## src/rtl/aes_dg_pkg.sv

```systemverilog
// Shared definitions for the AES block data generator: mode codes, FSM states,
// PRBS tap positions and default widths.
package aes_dg_pkg;

    localparam int DG_DATA_W = 128;
    localparam int DG_CNT_W  = 16;
    localparam int TAG_W     = 16;

    typedef enum logic [1:0] {
        MODE_INC   = 2'b00,
        MODE_PRBS  = 2'b01,
        MODE_CONST = 2'b10,
        MODE_WALK  = 2'b11
    } mode_e;

    typedef enum logic [1:0] {
        ST_IDLE = 2'b00,
        ST_RUN  = 2'b01,
        ST_DONE = 2'b10
    } state_e;

    // Feedback taps of x^128 + x^127 + x^126 + x^121 + 1, as bit positions of data_q.
    localparam int PRBS_TAP_A = 127;
    localparam int PRBS_TAP_B = 126;
    localparam int PRBS_TAP_C = 125;
    localparam int PRBS_TAP_D = 120;

    // Shift-based modes never leave the all-zero state, so a zero seed is replaced by 1.
    function automatic logic seed_needs_fixup(input mode_e m);
        return (m == MODE_PRBS) || (m == MODE_WALK);
    endfunction

endpackage

```

## src/rtl/aes_dg_next.sv

```systemverilog
// Combinational successor of a generator block for each of the four modes.
module aes_dg_next
    import aes_dg_pkg::*;
#(
    parameter int DATA_W = DG_DATA_W
) (
    input  mode_e             mode_i,
    input  logic [DATA_W-1:0] data_i,
    output logic [DATA_W-1:0] data_o
);

    logic prbs_fb;

    assign prbs_fb = data_i[PRBS_TAP_A] ^ data_i[PRBS_TAP_B]
                   ^ data_i[PRBS_TAP_C] ^ data_i[PRBS_TAP_D];

    always_comb begin
        data_o = data_i;
        case (mode_i)
            MODE_INC:   data_o = data_i + DATA_W'(1);
            MODE_PRBS:  data_o = {data_i[DATA_W-2:0], prbs_fb};
            MODE_CONST: data_o = data_i;
            MODE_WALK:  data_o = {data_i[DATA_W-2:0], data_i[DATA_W-1]};
            default:    data_o = data_i;
        endcase
    end

endmodule

```

## src/rtl/aes_blk_datagen.sv

```systemverilog
// Programmed-length 128-bit block generator feeding the AES input FIFO.
// Optional block-index tag in the top 16 data bits: define AES_DATAGEN_SEQ_TAG_EN.
module aes_blk_datagen
    import aes_dg_pkg::*;
#(
    parameter int DATA_W = DG_DATA_W,
    parameter int CNT_W  = DG_CNT_W
) (
    input  logic              clk,
    input  logic              rst,
    input  logic              start,
    input  logic              stop,
    input  logic [1:0]        mode,
    input  logic [CNT_W-1:0]  num_blocks,
    input  logic [DATA_W-1:0] seed,
    input  logic              fifo_full,
    output logic              fifo_wr_en,
    output logic [DATA_W-1:0] fifo_data,
    output logic              busy,
    output logic              done,
    output logic [CNT_W-1:0]  blk_cnt
);

    state_e            state_q;
    mode_e             mode_q;
    logic [CNT_W-1:0]  num_q;
    logic [CNT_W-1:0]  cnt_q;
    logic [CNT_W-1:0]  cnt_d;
    logic [DATA_W-1:0] data_q;
    logic [DATA_W-1:0] data_d;
    logic [DATA_W-1:0] seed_fix;
    mode_e             mode_in;
    logic              wr_fire;
    logic              last_wr;

    assign mode_in  = mode_e'(mode);
    assign seed_fix = (seed_needs_fixup(mode_in) && (seed == '0)) ? DATA_W'(1) : seed;

    // Write strobe is decoded from the state register so reset removes it at once.
    assign wr_fire = (state_q == ST_RUN) && !fifo_full;
    assign cnt_d   = cnt_q + CNT_W'(1);
    assign last_wr = wr_fire && (cnt_d == num_q);

    aes_dg_next #(
        .DATA_W (DATA_W)
    ) u_next (
        .mode_i (mode_q),
        .data_i (data_q),
        .data_o (data_d)
    );

    always_ff @(posedge clk or negedge rst) begin
        if (!rst) begin
            state_q <= ST_IDLE;
            mode_q  <= MODE_INC;
            num_q   <= '0;
            cnt_q   <= '0;
            data_q  <= '0;
        end else begin
            case (state_q)
                ST_IDLE: begin
                    if (start) begin
                        cnt_q <= '0;
                        if (num_blocks != '0) begin
                            state_q <= ST_RUN;
                            mode_q  <= mode_in;
                            num_q   <= num_blocks;
                            data_q  <= seed_fix;
                        end else begin
                            state_q <= ST_DONE;
                        end
                    end
                end
                ST_RUN: begin
                    if (wr_fire) begin
                        data_q <= data_d;
                        cnt_q  <= cnt_d;
                    end
                    // A stop that coincides with the final write still yields one DONE.
                    if (stop || last_wr) begin
                        state_q <= ST_DONE;
                    end
                end
                ST_DONE: state_q <= ST_IDLE;
                default: state_q <= ST_IDLE;
            endcase
        end
    end

    assign fifo_wr_en = wr_fire;
    assign busy       = (state_q == ST_RUN);
    assign done       = (state_q == ST_DONE);
    assign blk_cnt    = cnt_q;

`ifdef AES_DATAGEN_SEQ_TAG_EN
    logic [TAG_W-1:0] tag;
    assign tag       = TAG_W'(cnt_q);
    assign fifo_data = {tag, data_q[DATA_W-TAG_W-1:0]};
`else
    assign fifo_data = data_q;
`endif

endmodule

```

## config.mk

```make
export PLATFORM = sky130hd
export DESIGN_NAME = aes_blk_datagen
export DESIGN_NICKNAME = d
export VERILOG_FILES = /design/src/rtl/aes_dg_pkg.sv /design/src/rtl/aes_dg_next.sv /design/src/rtl/aes_blk_datagen.sv
export SDC_FILE = /design/constraint.sdc
export NUM_CORES = 1
export LEC_CHECK = 0
export ABC_CLOCK_PERIOD_IN_PS = 2900
export BUFFER_PORTS_ARGS = -buffer_cell sky130_fd_sc_hd__buf_2
export CAP_MARGIN = 20
export CORE_UTILIZATION = 25
export CTS_CLUSTER_SIZE = 12
export DETAILED_ROUTE_END_ITERATION = 8
export PLACE_DENSITY_LB_ADDON = 0.05
export SETUP_SLACK_MARGIN = 0.4
export SYNTH_ARGS = -nofsm -noshare
export SYNTH_HDL_FRONTEND = slang
export SYNTH_SLANG_ARGS = --single-unit
```

## constraint.sdc

```tcl
create_clock -name clk -period 2.9 [get_ports clk]
set_input_delay 0.435 -clock clk [delete_from_list [all_inputs] [get_ports clk]]
set_output_delay 0.435 -clock clk [all_outputs]
set_load 0.01 [all_outputs]
```

# Word-level counts from Yosys, hierarchy flattened
# Cells that the tools add are included.
op_classes:
  bitwise_logic: 3
  mux: 13
  reduce_logical: 15
  n_addsub: 2
  n_eq_ne: 13
ops:
  columns: ["op", "n"]
  rows:
  - ["$mux 128", 4]
  - ["$pmux 128 s3", 1]
  - ["$pmux 128 s2", 1]
  - ["$add 128x1->128 const B", 1]
  - ["$logic_not 128->1", 1]
  - ["$mux 16", 2]
  - ["$pmux 16 s2", 1]
  - ["$add 16x1->16 const B", 1]
  - ["$eq 16x16->1", 1]
  - ["$reduce_bool 16->1", 1]
  - ["$eq 2x2->1 const B", 4]
  - ["$eq 2x1->1 const B", 3]
  - ["$mux 2", 3]
  - ["$ne 2x2->1 const B", 3]
  - ["$reduce_and 3->1", 2]
  - ["$reduce_and 5->1", 1]
  - ["$logic_not 2->1", 2]
  - ["$ne 2x1->1 const B", 2]
  - ["$pmux 2 s2", 1]
  - ["$logic_and 1x1->1", 3]
  - ["$xor 1x1->1", 3]
  - ["$logic_or 1x1->1", 2]
  - ["$reduce_and 2->1", 1]
  - ["$reduce_bool 2->1", 1]
  - ["$logic_not 1->1", 1]
totals:
  out_inout_bits: 147
  elab_cells: 51
  regBits: 164

# Depth between registers and ports, before layout
# Gate-level depths: netlist of the first run.
logic_depth:
  word_depth: 7
  ltp_mapped: 10
  ltp_nobuf: 8

# By module
# A second synthesis of the first run with hierarchy kept.
hier_totals:
  hier_cells: 1924
  area_unflattened_um2: 13784.5
by_module_without_submodules:
  columns: ["module", "cells_per_inst", "area_per_inst_um2", "seq_area_each_um2", "n_inst"]
  rows:
  - ["aes_blk_datagen", 970, 8166.6, 4103.9, 1]
  - ["aes_dg_next", 954, 5617.9, 0.0, 1]

# Worst setup path after synthesis of the first run
# Ideal clock, no wire load.
synth_timing:
  kind: "register -> register"
  startpoint: "reg data_q[0] (netlist: fifo_data[0])"
  endpoint: "reg data_q[116] (netlist: fifo_data[116])"
  arrival_ns: 2.648
  required_ns: 2.779
  stages_incl_launch_ff: 9
  n_path_buf: 1
  slack_ns: 0.131
  cell_sequence: "dfrtp_1 > ha_1 > and4_1 > nand4_1 > or4_4 > buf_6 > or4b_1 > a21o_1 > a22o_1"
synth_via:
  elab_chain_len: 4
synth_rtl:
  columns: ["item", "line_no", "source"]
  rows:
  - ["start: declaration", "aes_blk_datagen.sv:29", "logic [DATA_W-1:0] data_q;"]
  - ["start signal: assignment", "aes_blk_datagen.sv:68", "data_q <= seed_fix;"]
  - ["start signal: assignment", "aes_blk_datagen.sv:76", "data_q <= data_d;"]
  - ["$add 128x1->128", "aes_dg_next.sv:20", "MODE_INC: data_o = data_i + DATA_W'(1);"]
  - ["$pmux 128 s3", "aes_dg_next.sv:19", "case (mode_i)"]
  - ["$mux 128", "aes_blk_datagen.sv:75", "if (wr_fire) begin"]
  - ["$pmux 128 s2", "aes_blk_datagen.sv:60", "case (state_q)"]
# No other way between the ends. The select of a mux whose other input is x is not followed.
# A chain may end at the register's enable or synchronous reset.

# Final worst setup path of the first run
layout_timing:
  startpoint: "reg data_q[1] (netlist: fifo_data[1])"
  endpoint: "reg data_q[100] (netlist: fifo_data[100])"
# Same word-level chain as after synthesis.

==> impl_results.rst, run 1 <==
.. list-table::
   :header-rows: 1

   * - Metric
     - Value
   * - Area of the mapped netlist
     - 12,880 µm²
   * - Synth top cells by count
     - nand2_1 (208), dfrtp_1 (164), a21oi_1 (155)
   * - Layout overhead on the synthesized area
     - 37.10%
   * - Required time of the critical path
     - 3270 ps
   * - Post-synth top flop
     - dfrtp_1
   * - Sequential cell area fraction in the yosys report
     - 0.3187
   * - Starting Density
     - 0.2551
   * - Syn nets
     - 1,846
   * - Proportion of power drawn by flip-flops and latches
     - 0.256
   * - Number of stages on the worst setup path
     - 9
   * - Final number of max-transition violations
     - 0
   * - CP max FO
     - 8
   * - Row Count
     - 82
   * - Mean area per synthesized cell
     - between 7 and 8 µm²
   * - Reg2Reg Capture Point
     - fifo_data[100]$_DFFE_PN0P_
   * - Portion of synthesized cell area occupied by the leading cell type
     - 0.3187
   * - Post-DRT Antenna Nets
     - 0
   * - Register bit count reported by yosys
     - 164
   * - Worst setup path startpoint
     - fifo_data[1]$_DFFE_PN0P_
   * - Layout cell share with drive strength beyond 1
     - 0.3233
   * - RR Startpoint
     - fifo_data[1]$_DFFE_PN0P_
   * - Post-synthesis cell type with the largest combined area
     - dfrtp_1
   * - Proportion of synthesized flip-flops having asynchronous set or reset
     - 1.000
   * - Setup repair after global routing missed its margin
     - true
   * - Critical path's slowest cell
     - or4_4
   * - Total number of vias
     - between 15,000 and 20,000
   * - Maximum level of the CTS H-tree
     - 4
   * - Number of buffers created by CTS
     - 17
   * - Total I/O pin count
     - a little under 300
   * - Lkg Pwr
     - 7.608 nW
   * - Footprint of the multi-input gates
     - between 8000 and 9000 µm²
   * - DR DRC count
     - 0
   * - Core outline area
     - 50,480 µm²
   * - Wirelength, routed
     - about 70 mm
   * - Dpl ws
     - -180.4 ps
   * - Pin count of the biggest net entering global routing
     - 73
   * - Worst setup slack after layout
     - 344.0 ps
   * - Worst IR Drop VDD
     - 0.5604 mV
   * - FILL cells
     - 5,442
   * - Clk pwr share
     - 0.155
   * - Vias in the first global route
     - 14,977
   * - Die Y-Extent
     - 228.9 µm
   * - Post-synthesis instance total
     - 1,693
   * - Launching element type of the critical path
     - flop
   * - Initial antenna violation count
     - 1
   * - Count of unique library cells instantiated by Yosys
     - between 70 and 80
   * - Most frequent cell on the critical path
     - buf_6
   * - CP delay by family, top
     - simple AND/OR/NAND/NOR gates
   * - Register-to-register path setup slack
     - 340 ps
   * - Maximum buffer depth of the clock tree
     - 2
   * - CTS tree
     - done
   * - Ratio of final minimum period to clock period
     - 0.8814
   * - Crit. End Element
     - flop
   * - Time the final worst path needs with I/O delays and setup
     - 2556 ps
   * - Fin Clk Skew
     - 13.92 ps
   * - Total power per unit cell area
     - 1049 nW/µm²
   * - Global-route wire length before repair
     - between 100 and 150 mm
   * - Biggest area contributors in the synthesized netlist
     - dfrtp_1 (32%), nand2_1 (6.1%), a21oi_1 (6.0%), o21ai_0 (5.1%), nand3_1 (4.8%)
   * - R2r worst-path depth
     - 9
   * - Maximum clock frequency
     - 391.2 MHz
   * - TNS Setup
     - 0 ps
   * - Register Area
     - about 4200 µm²
   * - Final hold violations
     - 0
   * - Number of search-and-repair iterations in the first detailed-routing pass
     - 6
   * - Via count normalized by instance count
     - 5.696
   * - Actual transition at the worst max-transition pin
     - 884.9 ps
   * - EDFF count, synth
     - 0
   * - Overflow after GRT
     - 0
   * - Switching fraction of total power
     - 0.4892
   * - PortBufs
     - 297
   * - WL per Instance
     - 24.67 µm
   * - Source-to-sink clock delay at the later pin of the worst-skew pair
     - about 500 ps
   * - Cell-by-cell trace of the critical path
     - ha_4 -> and4_4 -> nand4_1 -> or4_4 -> buf_6 -> buf_6 -> nor4_2 -> o21ai_0 -> o2bb2ai_1
   * - Most frequent cell after synthesis
     - nand2_1
   * - Final Wtd Congestion
     - between 0.8 and 0.9
   * - Max-Slew Margin vs Limit
     - 0.4101
   * - Final number of setup-violating endpoints
     - 0
   * - Pint
     - around 9.5 mW
   * - Placed wire-length estimate
     - approximately 50 mm
   * - Die Outline Area
     - between 50,000 and 60,000 µm²
   * - Overall routing resource usage
     - 0.2542
   * - Chip width
     - 228.9 µm
   * - Worst setup path endpoint
     - fifo_data[100]$_DFFE_PN0P_
   * - Delay of the slowest cell on the worst path
     - 590 ps
   * - Worst min-delay path class
     - in2reg
   * - Buf/Inv on CP
     - 2
   * - Switching component of the power
     - 9.059 mW
   * - Number of maximum-capacitance constraint violations
     - 0
   * - Portion of total power attributed to combinational logic
     - 0.589
   * - Clock Root Buffer
     - clkbuf_16
   * - Clock edge transition at the registers on the reported setup and hold paths
     - 70 ps
   * - WP data arrival
     - 2930 ps
   * - Number of nets in the layout
     - 2,231
   * - Run status
     - finished, final reports clean
   * - Crit Path Category
     - reg2reg
   * - Clock net sink count
     - 164
   * - Warnings from Yosys
     - 0
   * - Violation count after the first detailed-route iteration
     - 1,439
[power by group through the flow]
stage                     logic [mW]  clock network, mW  registers [mW]
after global routing            11.8               3.02            4.91
final                           10.9               2.88            4.74
after floorplan                 5.34                  0            5.00
after CTS                       10.8               2.96            4.69
after global placement          10.5                  0            4.72
after detailed placement        10.5                  0            4.75
[placed cells by master, fill, tap and decap left out, drive strengths merged, types with 5 or more instances in the layout]
master / Yosys / final
bufinv: 0 / 7
mux2i: 6 / 6
buf: 23 / 500
a21oi: 155 / 155
nand2: 208 / 208
clkbuf: 112 / 20
a21o: 7 / 7
nand3: 127 / 127
a211oi: 5 / 5
nor3: 38 / 38
nand4: 58 / 58
and3: 83 / 83
nor2: 77 / 77
a22o: 24 / 24
o31a: 16 / 16
mux2: 19 / 19
or3: 26 / 26
xor2: 10 / 10
nor4: 79 / 79
o31ai: 20 / 20
inv: 26 / 28
a31oi: 23 / 23
nand2b: 10 / 10
o22ai: 18 / 18
xnor2: 16 / 16
o211ai: 16 / 16
and4: 31 / 31
o21ai: 132 / 132
o41ai: 19 / 19
dfrtp: 164 / 164
o311ai: 12 / 12
or4: 16 / 16
o2bb2ai: 22 / 22
and2: 22 / 22
a211o: 5 / 5
[per-stage QoR]
stage / util / cells / instance area [µm²] / power, mW / hold slack (ps)
6_report: 0.3497 / 2766 / 17650 / 18.52 / 178.6
5_1_grt: 0.3496 / 2763 / 17650 / 19.75 / 168.2
4_1_cts: 0.3431 / 2748 / 17320 / 18.42 / 138.0
3_5_place_dp: 0.3216 / 2698 / 16230 / 15.27 / 434.4
3_3_place_gp: 0.3216 / 2698 / 16230 / 15.23 / 434.8
2_1_floorplan: - / 1693 / 12950 / 10.34 / 139.4
[cell type report]
type | instances | share of cell area
Clock inverter | 12 | 0.01403
Inverter | 26 | 0.005670
Tap cell | 672 | 0.04763
Antenna cell | 3 | 0.0004253
Sequential cell | 164 | 0.2356
Timing Repair Buffer | 501 | 0.1828
Clock buffer | 20 | 0.02587
Multi-Input combinational cell | 1368 | 0.4880
[layer usage]
layer,track usage,up-vias,share of wire
met3,0.04217,84,0.058
met1,0.3565,7808,0.46
met5,0,-,0
met2,0.3967,577,0.46
li1,-,7287,-
met4,0.07667,0,0.021
[cell families (layout without fill, tap and decap cells)]
family / Yosys count / count (layout) / share of synthesized area
AND/OR/NAND/NOR: 796 / 796 / 0.3318
AO/OA/AOI/OAI: 518 / 518 / 0.2581
flip-flops: 164 / 164 / 0.3187
buffers and inverters: 161 / 559 / 0.04868
XOR/XNOR: 27 / 27 / 0.01943
multiplexers: 25 / 25 / 0.02128
adder cells (fa/ha/maj): 2 / 2 / 0.001943
other: 0 / 3 / 0
[worst min-delay path by stage]
| stage | cells past startpoint | slack [ps] | to | start |
|---|---|---|---|---|
| final | 2 | 180 | mode_q[1]$_DFFE_PN0P_ | mode[1] |
| after global routing | 2 | 170 | mode_q[1]$_DFFE_PN0P_ | mode[1] |
| after CTS | 2 | 140 | mode_q[1]$_DFFE_PN0P_ | mode[1] |
| after detailed placement | 1 | 430 | num_q[3]$_DFFE_PN0P_ | rst |
| after global placement | 1 | 430 | num_q[3]$_DFFE_PN0P_ | rst |
| after floorplan | 0 | 140 | blk_cnt[0]$_DFFE_PN0P_ | rst |
[flip-flops by register name, indices dropped and copies added, names as in the netlist]
signal,flops
blk_cnt,16
num_q,16
fifo_data,128
state_q,2
mode_q,2
[timing repair]
item / 4_1_cts / 5_1_grt
setup endpoints to repair: 66 / 60
buffers inserted: 17 / 15
resized for setup: 56 / 70
hold buffers: 1 / 0
pin swaps: 21 / 20
endpoints found under the hold margin: 44 / 0
Note: power is estimated with default switching activity, not from simulation.
==> run 2, diff against run 1 <==
--- a/config.mk
+++ b/config.mk
@@ -7,12 +7,14 @@
 export LEC_CHECK = 0
 export ABC_CLOCK_PERIOD_IN_PS = 2900
 export BUFFER_PORTS_ARGS = -buffer_cell sky130_fd_sc_hd__buf_2
-export CAP_MARGIN = 20
+export CAP_MARGIN = 10
 export CORE_UTILIZATION = 25
 export CTS_CLUSTER_SIZE = 12
 export DETAILED_ROUTE_END_ITERATION = 8
+export MAX_ROUTING_LAYER = met4
 export PLACE_DENSITY_LB_ADDON = 0.05
 export SETUP_SLACK_MARGIN = 0.4
 export SYNTH_ARGS = -nofsm -noshare
 export SYNTH_HDL_FRONTEND = slang
+export SYNTH_HIERARCHICAL = 1
 export SYNTH_SLANG_ARGS = --single-unit
==> impl_results.rst, run 2 <==
.. list-table::
   :header-rows: 1

   * - Metric
     - Value
   * - Global-route wire length before repair
     - approximately 110 mm
   * - Number of buffers created by CTS
     - 17
   * - DR DRC count
     - 0
   * - Warnings from Yosys
     - 6
   * - Number of maximum-capacitance constraint violations
     - 0
   * - Total power per unit cell area
     - ~1000 nW/µm²
   * - Design Power
     - 20.07 mW
   * - CP max FO
     - 6
   * - Wirelength, routed
     - 74.07 mm
   * - Post-synth top flop
     - dfrtp_1
   * - Max FFs per register
     - 128
   * - Overflow after GRT
     - 0
   * - Maximum level of the CTS H-tree
     - 4
   * - Fraction of the core area covered by cells at the end of the flow
     - 0.3769
   * - Chip width
     - roughly 240 µm
   * - Antenna diode count
     - 0
   * - Number of stages on the worst setup path
     - 10
   * - Leading cell type in the layout, fill and taps excluded
     - nand2_1
   * - Proportion of synthesized flip-flops having asynchronous set or reset
     - 1.000
   * - Overall routing resource usage
     - 0.2644
   * - Die Y-Extent
     - ~240 µm
   * - Total number of vias
     - approximately 17,000
   * - Row Count
     - 85
   * - Run status
     - finished, final reports clean
   * - Worst setup slack after layout
     - 236.7 ps
   * - Maximum clock frequency
     - 375.5 MHz
   * - Violation count after the first detailed-route iteration
     - 1,313
   * - Register bit count reported by yosys
     - 164
   * - WP data arrival
     - 3090 ps
   * - Dpl ws
     - -160.4 ps
   * - Core outline area
     - 54,130 µm²
   * - Clock net sink count
     - approximately 160
   * - Ratio of final minimum period to clock period
     - 0.9184
   * - FILL cells
     - 5,750
   * - CP delay by family, top
     - simple AND/OR/NAND/NOR gates
   * - Final number of max-transition violations
     - 0
   * - Worst min-delay path class
     - in2reg
   * - Post-synthesis cell type with the largest combined area
     - dfrtp_1
   * - Register-to-register path setup slack
     - 240 ps
   * - Pin count of the biggest net entering global routing
     - 132
   * - R2r worst-path depth
     - 10
   * - Final hold violations
     - 0
   * - Biggest area contributors in the synthesized netlist
     - dfrtp_1 (30%), nand2_1 (12%), a31oi_1 (6.1%), nor2_1 (6.0%), nor4_1 (4.2%)
   * - Layout overhead on the synthesized area
     - 48.00%
   * - Clock Root Buffer
     - clkbuf_16
   * - Number of search-and-repair iterations in the first detailed-routing pass
     - 6
   * - Final Wtd Congestion
     - just over 0.9
   * - Maximum buffer depth of the clock tree
     - 2
   * - Launching element type of the critical path
     - flop
   * - Initial antenna violation count
     - 0
   * - Final Cell Area
     - just over 20,000 µm²
   * - Mean area per synthesized cell
     - 7.164 µm²
   * - Required time of the critical path
     - 3330 ps
   * - Via count normalized by instance count
     - about 5.4
   * - Layout cell share with drive strength beyond 1
     - 0.3711
   * - Fin Clk Skew
     - 22.98 ps
   * - Worst setup path endpoint
     - fifo_data[112]$_DFFE_PN0P_
   * - Crit. End Element
     - flop
   * - RR Startpoint
     - fifo_data[7]$_DFFE_PN0P_
   * - Time the final worst path needs with I/O delays and setup
     - 2663 ps
   * - Lkg Pwr
     - 8.841 nW
   * - Post-DRT Antenna Nets
     - 0
   * - Worst IR Drop VDD
     - 0.5050 mV
   * - Total I/O pin count
     - 298
   * - Commonest non-fill, non-tap cells in the layout
     - nand2_1 (420), buf_2 (296), buf_4 (282)
   * - Most frequent cell on the critical path
     - a31oi_1
   * - Buf/Inv on CP
     - 2
   * - Worst setup path startpoint
     - fifo_data[7]$_DFFE_PN0P_
   * - Die Outline Area
     - 56,080 µm²
   * - CTS tree
     - done
   * - Reg2Reg Capture Point
     - fifo_data[112]$_DFFE_PN0P_
   * - Most frequent cell after synthesis
     - nand2_1
   * - Vias in the first global route
     - 16,046
   * - Setup repair after global routing missed its margin
     - true
   * - Clock edge transition at the registers on the reported setup and hold paths
     - 80 ps
   * - Area of the mapped netlist
     - 13,780 µm²
   * - Crit Path Category
     - reg2reg
   * - Synth top cells by count
     - nand2_1 (429), nor2_1 (221), dfrtp_1 (164)
   * - PortBufs
     - ~300
   * - Count of unique library cells instantiated by Yosys
     - 85
   * - WL per Instance
     - 23.51 µm
   * - Cell-by-cell trace of the critical path
     - buf_6 -> and3_4 -> nand4_1 -> nor4_4 -> buf_4 -> nand2_4 -> or4b_4 -> a31oi_1 -> nand2_1 -> a31oi_1
   * - Post-synthesis instance total
     - 1,924
   * - Starting Density
     - 0.2546
   * - Syn nets
     - 2,077
   * - Actual transition at the worst max-transition pin
     - approximately 720 ps
   * - Placed wire-length estimate
     - 54.57 mm
   * - Number of nets in the layout
     - 2,595
   * - Delay of the slowest cell on the worst path
     - ~520 ps
   * - Source-to-sink clock delay at the later pin of the worst-skew pair
     - 510 ps
   * - Portion of synthesized cell area occupied by the leading cell type
     - 0.2977
   * - Max-Slew Margin vs Limit
     - 0.5231
   * - EDFF count, synth
     - 0
   * - Cell area after placement
     - 17,420 µm²
   * - Sequential cell area fraction in the yosys report
     - 0.2977
   * - Final number of setup-violating endpoints
     - 0
   * - Critical path's slowest cell
     - or4b_4
-- run 2: cell count changes in the layout (fill, tap and decap cells not counted), moves of 22 or more --
cell       before  now
nand2_1       207  420
a31oi_1        23  134
buf_4         180  282
a21oi_1       154   59
o2bb2ai_1      22    0
a22o_1         24    1
xnor2_1        16   61
nor2_1         74  207
and3_1         78   18
o21ai_0       128   63
mux2i_1         6   33
nand3_1       121   58
nand4_1        57   91
nor4_4         13   36
-- run 2: worst min path at each step --
stage / from / endpoint / slack [ps] / depth (start not counted)
after global placement: rst / fifo_data[37]$_DFFE_PN0P_ / 480 / 1
after CTS: num_blocks[10] / num_q[10]$_DFFE_PN0P_ / 140 / 2
after global routing: num_blocks[10] / num_q[10]$_DFFE_PN0P_ / 150 / 2
after detailed placement: rst / fifo_data[37]$_DFFE_PN0P_ / 470 / 1
final: seed[109] / fifo_data[109]$_DFFE_PN0P_ / 180 / 3
after floorplan: rst / blk_cnt[0]$_DFFE_PN0P_ / 140 / 0
-- run 2: stage by stage --
step	hold slack [ps]	instances	TNS, ps
finish	180.1	3151	0
global route	152.4	3151	0
CTS	135.7	3081	0
detailed placement	465.2	3001	-232.3
global placement	475.8	3001	-269.8
floorplan	139.4	1924	0
-- run 2: kinds of logic (layout without fill, tap and decap cells) --
family                     Yosys count  in the layout  share of synthesized area
and+or+nand+nor                   1100           1101                     0.3918
xor gates and xnor gates            88             88                    0.05691
DFF                                164            164                     0.2977
muxes                               65             65                    0.05010
AOI/OAI and AO/OA                  345            345                     0.1533
adders and majority gates            2              2                   0.001815
buffers and inverters              160            690                    0.04829
-- run 2: routing by layer --
metal  routed length, µm  track usage
met2               34980       0.4201
met1               33690       0.3527
met5                   0            -
met4                1807      0.07182
met3                3598      0.03264
-- run 2: report_power, final --
part | leakage, nW | switching (mW) | internal, mW
logic | 6.71 | 7.60 | 5.24
registers | 1.85 | 1.44 | 3.36
clock network | 0.280 | 1.20 | 1.23
total | 8.84 | 10.2 | 9.83
-- run 2: timing repair --
action	CTS	global route
pin swaps	31	109
gates cloned	1	5
setup endpoints to repair	67	91
setup buffers	46	65
endpoints found under the hold margin	45	0
hold buffers	1	0
gates resized for setup	108	191
-- run 2: tightest hold or removal path: stages --
cell and delay (ps):
buf_2 100, nand2_1 50, a31oi_1 70
-- run 2: layout make-up --
class | count | area, µm² | area share
inverters | 23 | 88.84 | 0.004354
repair buffers | 635 | 4472 | 0.2192
well taps | 696 | 870.8 | 0.04269
clock buffers | 19 | 442.9 | 0.02171
flip-flops and latches | 164 | 4155 | 0.2037
multi-input cells | 1601 | 10230 | 0.5016
clock inverters | 13 | 137.6 | 0.006746
